==> src/rtl/dw_window_gen.sv <==
// Depthwise 3x3 window generator: shifts three aligned rows per channel into a
// column window and emits full windows, skipping borders and stride-skipped pixels.
module dw_window_gen #(
    parameter int unsigned DATA_WIDTH  = 8,
    parameter int unsigned CHANNEL_NUM = 18,
    parameter int unsigned CNT_W       = 9,
    parameter int unsigned DEF_WIDTH   = 318,
    parameter int unsigned DEF_HEIGHT  = 318
) (
    input  logic                                 clk,
    input  logic                                 rstn,
    input  logic [CHANNEL_NUM*3*DATA_WIDTH-1:0]  data_in,
    input  logic                                 valid_in,
    input  logic [CNT_W-1:0]                     frame_width,
    input  logic [CNT_W-1:0]                     frame_height,
    input  logic                                 stride,
    input  logic                                 cfg_load,
    output logic [CHANNEL_NUM*9*DATA_WIDTH-1:0]  data_out,
    output logic                                 valid_out,
    output logic                                 last_col,
    output logic                                 frame_done
);

    localparam int unsigned OUT_W = CHANNEL_NUM * 9 * DATA_WIDTH;
    localparam int unsigned ROWS  = 3;

    // Columns 1 and 2 of the window; column 0 is the incoming pixel itself.
    logic [DATA_WIDTH-1:0] win [CHANNEL_NUM][ROWS][2];

    logic [CNT_W-1:0] col;
    logic [CNT_W-1:0] row;
    logic [CNT_W-1:0] width_q;
    logic [CNT_W-1:0] height_q;
    logic             stride_q;

    logic             accept_c;
    logic             col_end_c;
    logic             row_end_c;
    logic             emit_c;
    logic [OUT_W-1:0] window_c;

    assign accept_c  = valid_in & ~cfg_load;
    assign col_end_c = (col == width_q - CNT_W'(1));
    assign row_end_c = (row == height_q - CNT_W'(1));
    assign emit_c    = accept_c && (col >= CNT_W'(2)) && (row >= CNT_W'(2))
                       && (!stride_q || (!col[0] && !row[0]));

    // Window as it will look after the current pixel shifts in.
    always_comb begin
        window_c = '0;
        for (int ch = 0; ch < CHANNEL_NUM; ch++) begin
            for (int r = 0; r < ROWS; r++) begin
                window_c[(ch*9 + r*3)*DATA_WIDTH +: DATA_WIDTH] =
                    data_in[(r*CHANNEL_NUM + ch)*DATA_WIDTH +: DATA_WIDTH];
                window_c[(ch*9 + r*3 + 1)*DATA_WIDTH +: DATA_WIDTH] = win[ch][r][0];
                window_c[(ch*9 + r*3 + 2)*DATA_WIDTH +: DATA_WIDTH] = win[ch][r][1];
            end
        end
    end

    always_ff @(posedge clk or negedge rstn) begin
        if (!rstn) begin
            for (int ch = 0; ch < CHANNEL_NUM; ch++) begin
                for (int r = 0; r < ROWS; r++) begin
                    win[ch][r][0] <= '0;
                    win[ch][r][1] <= '0;
                end
            end
        end else if (accept_c) begin
            for (int ch = 0; ch < CHANNEL_NUM; ch++) begin
                for (int r = 0; r < ROWS; r++) begin
                    win[ch][r][1] <= win[ch][r][0];
                    win[ch][r][0] <= data_in[(r*CHANNEL_NUM + ch)*DATA_WIDTH +: DATA_WIDTH];
                end
            end
        end
    end

    // Frame geometry and position counters.
    always_ff @(posedge clk or negedge rstn) begin
        if (!rstn) begin
            col      <= '0;
            row      <= '0;
            width_q  <= CNT_W'(DEF_WIDTH);
            height_q <= CNT_W'(DEF_HEIGHT);
            stride_q <= 1'b0;
        end else if (cfg_load) begin
            col      <= '0;
            row      <= '0;
            width_q  <= frame_width;
            height_q <= frame_height;
            stride_q <= stride;
        end else if (valid_in) begin
            if (col_end_c) begin
                col <= '0;
                row <= row_end_c ? '0 : row + CNT_W'(1);
            end else begin
                col <= col + CNT_W'(1);
            end
        end
    end

    always_ff @(posedge clk or negedge rstn) begin
        if (!rstn) begin
            data_out   <= '0;
            valid_out  <= 1'b0;
            last_col   <= 1'b0;
            frame_done <= 1'b0;
        end else begin
            valid_out  <= emit_c;
            last_col   <= emit_c && col_end_c;
            frame_done <= accept_c && col_end_c && row_end_c;
            if (emit_c) begin
                data_out <= window_c;
            end
        end
    end

endmodule

==> config.mk <==
export PLATFORM = sky130hd
export DESIGN_NAME = dw_window_gen
export DESIGN_NICKNAME = d
export VERILOG_FILES = /design/src/rtl/dw_window_gen.sv
export SDC_FILE = /design/constraint.sdc
export NUM_CORES = 2
export LEC_CHECK = 0
export ABC_AREA = 0
export CAP_MARGIN = 20
export CELL_PAD_IN_SITES_DETAIL_PLACEMENT = 1
export CELL_PAD_IN_SITES_GLOBAL_PLACEMENT = 1
export CORE_AREA = 2 2 689 691
export CTS_CLUSTER_SIZE = 16
export DETAILED_ROUTE_END_ITERATION = 6
export DIE_AREA = 0 0 691 693
export MAX_ROUTING_LAYER = met4
export PLACE_DENSITY_LB_ADDON = 0.1
export SETUP_SLACK_MARGIN = 0.02
export SYNTH_ARGS = -nofsm -noshare
export SYNTH_HDL_FRONTEND = slang
export SYNTH_SLANG_ARGS = --single-unit
==> constraint.sdc <==
create_clock -name clk -period 2.9 [get_ports clk]
set_input_delay 0.87 -clock clk [delete_from_list [all_inputs] [get_ports clk]]
set_output_delay 0.87 -clock clk [all_outputs]
set_load 0.01 [all_outputs]
# Word level (Yosys, flattened, before mapping)
# Index checks and enable logic that the tools add are counted.
[classes] addsub=4 n_lt_le_gt_ge=2 eq_ne=2 n_mux=7 n_bitwise=2 reduce_logical=14
[op_table] cell="$mux W9" n=7
[op_table] cell="$add A9 B1 Y9 const B" n=2
[op_table] cell="$eq A9 B9 Y1" n=2
[op_table] cell="$ge A9 B2 Y1 const B" n=2
[op_table] cell="$sub A9 B1 Y9 const B" n=2
[op_table] cell="$logic_and A1 B1 Y1" n=7
[op_table] cell="$reduce_bool A2 Y1" n=2
[op_table] cell="$logic_not A1 Y1" n=3
[op_table] cell="$reduce_and A2 Y1" n=1
[op_table] cell="$and A1 B1 Y1" n=1
[op_table] cell="$logic_or A1 B1 Y1" n=1
[op_table] cell="$not A1 Y1" n=1
[totals] regBits=2200 in_bits=455 output_inout_bits=1299

# Depth between registers and ports, before layout
[depth] ltp_word=6 mapped_depth=11 mapped_depth_nobuf=9

# Worst setup path before layout
# OpenSTA, ideal clock, no wires.
[synth_path] kind="input -> register" start="in cfg_load" end="reg data_out[1000]" arrival_time_ps=2660 setup_slack_ps=175 stages=10 path_cell_list="clkbuf_1 -> nand2b_1 -> nor2_1 -> nand3_1 -> clkbuf_1 -> clkbuf_1 -> clkbuf_1 -> clkbuf_1 -> nand2_1 -> nand2_1"
[synth_between] elab_chain_len=5
[synth_lines] element="start: declaration" line_no="17" rtl="input logic cfg_load,"
[synth_lines] element="$not A1 Y1" line_no="42" rtl="assign accept_c = valid_in & ~cfg_load;"
[synth_lines] element="$and A1 B1 Y1" line_no="42"
[synth_lines] element="$logic_and A1 B1 Y1 (2 in series)" line_no="45" rtl="assign emit_c = accept_c && (col >= CNT_W'(2)) && (row >= CNT_W'(2))"
[synth_lines] element="$logic_and A1 B1 Y1" line_no="46" rtl="&& (!stride_q || (!col[0] && !row[0]));"
[synth_lines] element="end signal: assignment" line_no="114" rtl="data_out <= window_c;"
[synth_lines] element="end: declaration" line_no="18" rtl="output logic [CHANNEL_NUM*9*DATA_WIDTH-1:0] data_out,"
# No other way between the ends.
# A chain may end at the register's enable or synchronous reset.

# Final worst setup path
[layout_path] start="reg data_out[280]" end="out data_out[280]"
# No word-level cell between the ends.

==> flow_summary.yaml <==
pwr:
  p_per_area_mw_per_mm2: 628
  power_switching_w: 0.0192
  seqPwrFrac_pct: 45.1
  p_int_w: 0.0560
  clkPwrFrac_pct: 49.1
  pwr-share-comb_pct: 5.8
  p_leak_nw: 64.3
  peakVddDrop_uv: 363
  swShare_pct: 25.6
timing:
  fmax_mhz: 361
  finalMaxSlewViolations: 0
  setup_slack_ps: 133
  hold_viol: 0
  finalCritPeriodShare_pct: 95.4
  tightest_slew_ps: 787
  final.setup.tns_ps: 0
  fin_skew_ps: 44.6
  setup_viol: 0
  relSlewSlack_pct: 47.5
  finalCriticalPeriod_ps: 2770
  grt_setup_unrepaired: "no"
run:
  maxCapViolCount: 0
global_route:
  use_met1_pct: 20.4
  grt_busiest_layer: "met2"
  grt-ovfl-total: 0
  grt_pass1_wl_um: 593000
  grtUsageTotal_pct: 17.6
  grt_max_degree: 113
  grt_use_met3_pct: 4.02
  antenna_found_initial: 61
  use_met2_pct: 30.3
  grt_pass1_vias: 75100
clocking:
  cts_buffers: 295
  clock-sinks: 2200
  path_clk_slew_ps: 60
  worstSkewPairLatency_ps: 910
  htree_levels: 5
  cts-root-buf: "clkbuf_16"
  clk_path_buf_depth: 4
  cts_setup_buffers: 0
  tritoncts: "built"
synthesis:
  ys_types: 58
  avgSynthCellArea_um2: 8.81
  synth_fp_nets: 9856
  synth_cells: 9395
  synth_top_area_share_pct: 66.2
  async_reset_ff_share_pct: 100
  synth_seq_cells: 2200
  ys_seq_area_share_pct: 66.5
  synth_edf_count: 0
  synth_top_cell_by_area: "dfrtp_1"
  yosys_most_used_dff: "dfrtp_1"
  netlist_area_mm2: 0.0828
  synth.area.top_cells: "dfrtp_1 (66%), nand2_1 (30%), clkbuf_1 (2.2%)"
  yosys_warnings: 0
placement:
  dp_slack_ps: -297
  gp_congestion: 0.804
  place_area_mm2: 0.111
  dpl.hpwl_um: 317000
  portBuffers: 1753
drt:
  drtIter0Drc: 3609
  first_pass_iters: 7
  antenna_left: 0
  vias: 69100
  routed_wl_um: 418000
  via_per_inst: 3.88
  drc: 0
  wl_per_cell_um: 23.5
hold_path:
  hold_class: "flop to flop"
  min_from: "win[325]"
setup_path:
  crit_required_ps: 2030
  crit_buf_inv: 1
  critPathArrivalTime_ps: 1900
  endpoint_kind: "output pin"
  worstPathCellList: "clkdlybuf4s50_1"
  cp_top_family: "buffers and inverters"
  critPathMaxStageDelay_ps: 660
  cp-start-kind: "flop"
  crit_fanout: 2
  path_class: "flop to output pin"
  critPathLaunch: "data_out[280]"
  worstReg2RegStart: "width_q[0]"
  slowest_stage: "clkdlybuf4s50_1"
floorplanning:
  die_w_um: 691
  die_h_um: 693
  rows: 253
  coreArea_mm2: 0.472
  ios: 1754
  start_util_pct: 17.5
  die-area_mm2: 0.479
cells_and_area:
  num-nets-final: 11800
  syn2layout_area_growth_pct: 44.7
  fin_area_mm2: 0.120
  final_util_pct: 25.3
  drive_above_1_share_pct: 7.48
  fillCellCount: 54600
status:
  outcome: "completed"
-- power by group through the flow --
stage | Combinational, W | Sequential, W | Clock, W
global placement | 0.00446 | 0.0344 | 0
CTS | 0.00457 | 0.0339 | 0.0385
floorplan | 0.00185 | 0.0338 | 0
finish | 0.00437 | 0.0339 | 0.0370
detailed placement | 0.00454 | 0.0345 | 0
global route | 0.00503 | 0.0342 | 0.0396
-- final cells by class --
class / count / area (µm²) / share of cell area [%]
diodes: 24 / 60.1 / 0.0502
clock buffers: 447 / 8830 / 7.38
clock inverters: 73 / 876 / 0.732
inverters: 11 / 48.8 / 0.0408
multi-input cells: 6691 / 25800 / 21.6
flip-flops and latches: 2200 / 55100 / 46.0
well taps: 6247 / 7820 / 6.53
repair buffers: 2106 / 21200 / 17.7
-- synthesized netlist by cell type, types with 3 or more instances --
| cell | instances |
|---|---|
| a21oi_1 | 18 |
| a22oi_1 | 8 |
| buf_1 | 5 |
| clkbuf_1 | 481 |
| dfrtp_1 | 2188 |
| dfstp_2 | 12 |
| ha_1 | 6 |
| inv_1 | 9 |
| mux2_2 | 13 |
| nand2_1 | 6504 |
| nand2b_1 | 4 |
| nand3_1 | 14 |
| nand4_1 | 4 |
| nor2_1 | 14 |
| nor2b_1 | 7 |
| nor3_1 | 10 |
| nor4_1 | 6 |
| o21a_1 | 5 |
| o21ai_0 | 13 |
| or2_2 | 3 |
| or4_1 | 4 |
| or4b_1 | 3 |
| xnor2_1 | 13 |
| xor2_1 | 6 |
-- worst min-delay path, cell delays in order, from the launching register on --
cell     delay, ps
dfrtp_1        340
nand2_1         60
nand2_1         50
-- through the flow --
| stage | instances | total power, W | hold WS (ps) |
|---|---|---|---|
| floorplan | 9395 | 0.0357 | 439 |
| global placement | 17300 | 0.0389 | 445 |
| detailed placement | 17300 | 0.0390 | 453 |
| CTS | 17800 | 0.0771 | 349 |
| global route | 17800 | 0.0788 | 433 |
| finish | 17800 | 0.0752 | 449 |
-- placed cells by master (no fill, tap or decap), drive strengths merged, types with 3 or more instances in the layout --
cell type | synthesis | routed
or3 | 3 | 3
clkbuf | 484 | 447
nor2b | 7 | 7
o21a | 5 | 5
inv | 11 | 21
clkinv | 0 | 52
o21ai | 14 | 14
and3 | 3 | 3
nor2 | 15 | 15
buf | 9 | 354
nor3 | 10 | 10
diode | 0 | 24
and2 | 4 | 4
bufinv | 0 | 9
or2 | 3 | 3
mux2 | 13 | 13
ha | 6 | 6
dlymetal6s2s | 0 | 9
a21oi | 18 | 18
dfstp | 12 | 12
xnor2 | 13 | 13
nor4 | 6 | 6
dfrtp | 2188 | 2188
a22oi | 8 | 8
clkdlybuf4s50 | 0 | 1181
nand2b | 4 | 4
or4b | 3 | 3
nand4 | 4 | 4
xor2 | 6 | 6
dlygate4sd2 | 0 | 561
or4 | 5 | 5
nand2 | 6504 | 6504
nand3 | 14 | 14
-- registers in the layout, indices dropped and copies added (netlist names) --
signal / count
data_out: 1296
win: 864
col: 9
height_q: 9
row: 9
width_q: 9
frame_done: 1
last_col: 1
stride_q: 1
valid_out: 1
-- final timing paths --
kind / to / slack [ps] / cells after the start
min in group asynchronous: data_out[625] / 490 / 2
worst min-delay path: data_out[813] / 450 / 2
worst max-delay path: data_out[280] / 130 / 1
max in group asynchronous: data_out[723] / 1120 / 4
worst max register to register: row[6] / 220 / 8
worst min register to register: data_out[813] / 450 / 2
-- what timing repair did --
| action | in CTS | in global routing |
|---|---|---|
| hold buffers | 1 | 0 |
| resized for setup | 572 | 14 |
| endpoints found under the hold margin | 11 | 0 |
| endpoints found under the setup margin | 572 | 17 |
-- routing by layer --
layer / vias up / part of all wire [%] / routed length [µm]
met5: - / 0 / 0
met4: 0 / 3.2 / 13400
met3: 475 / 5.3 / 21900
met2: 1349 / 50 / 211000
met1: 35000 / 41 / 172000
li1: 32300 / - / -
-- logic make-up after synthesis --
kind of cell | share of synthesized area [%]
adders and majority gates | 0.103
xor gates and xnor gates | 0.201
and+or+nand+nor | 30.2
DFF | 66.5
AOI/OAI and AO/OA | 0.426
buffers and inverters | 2.33
muxes | 0.201
(Power assumes the default switching activity.)
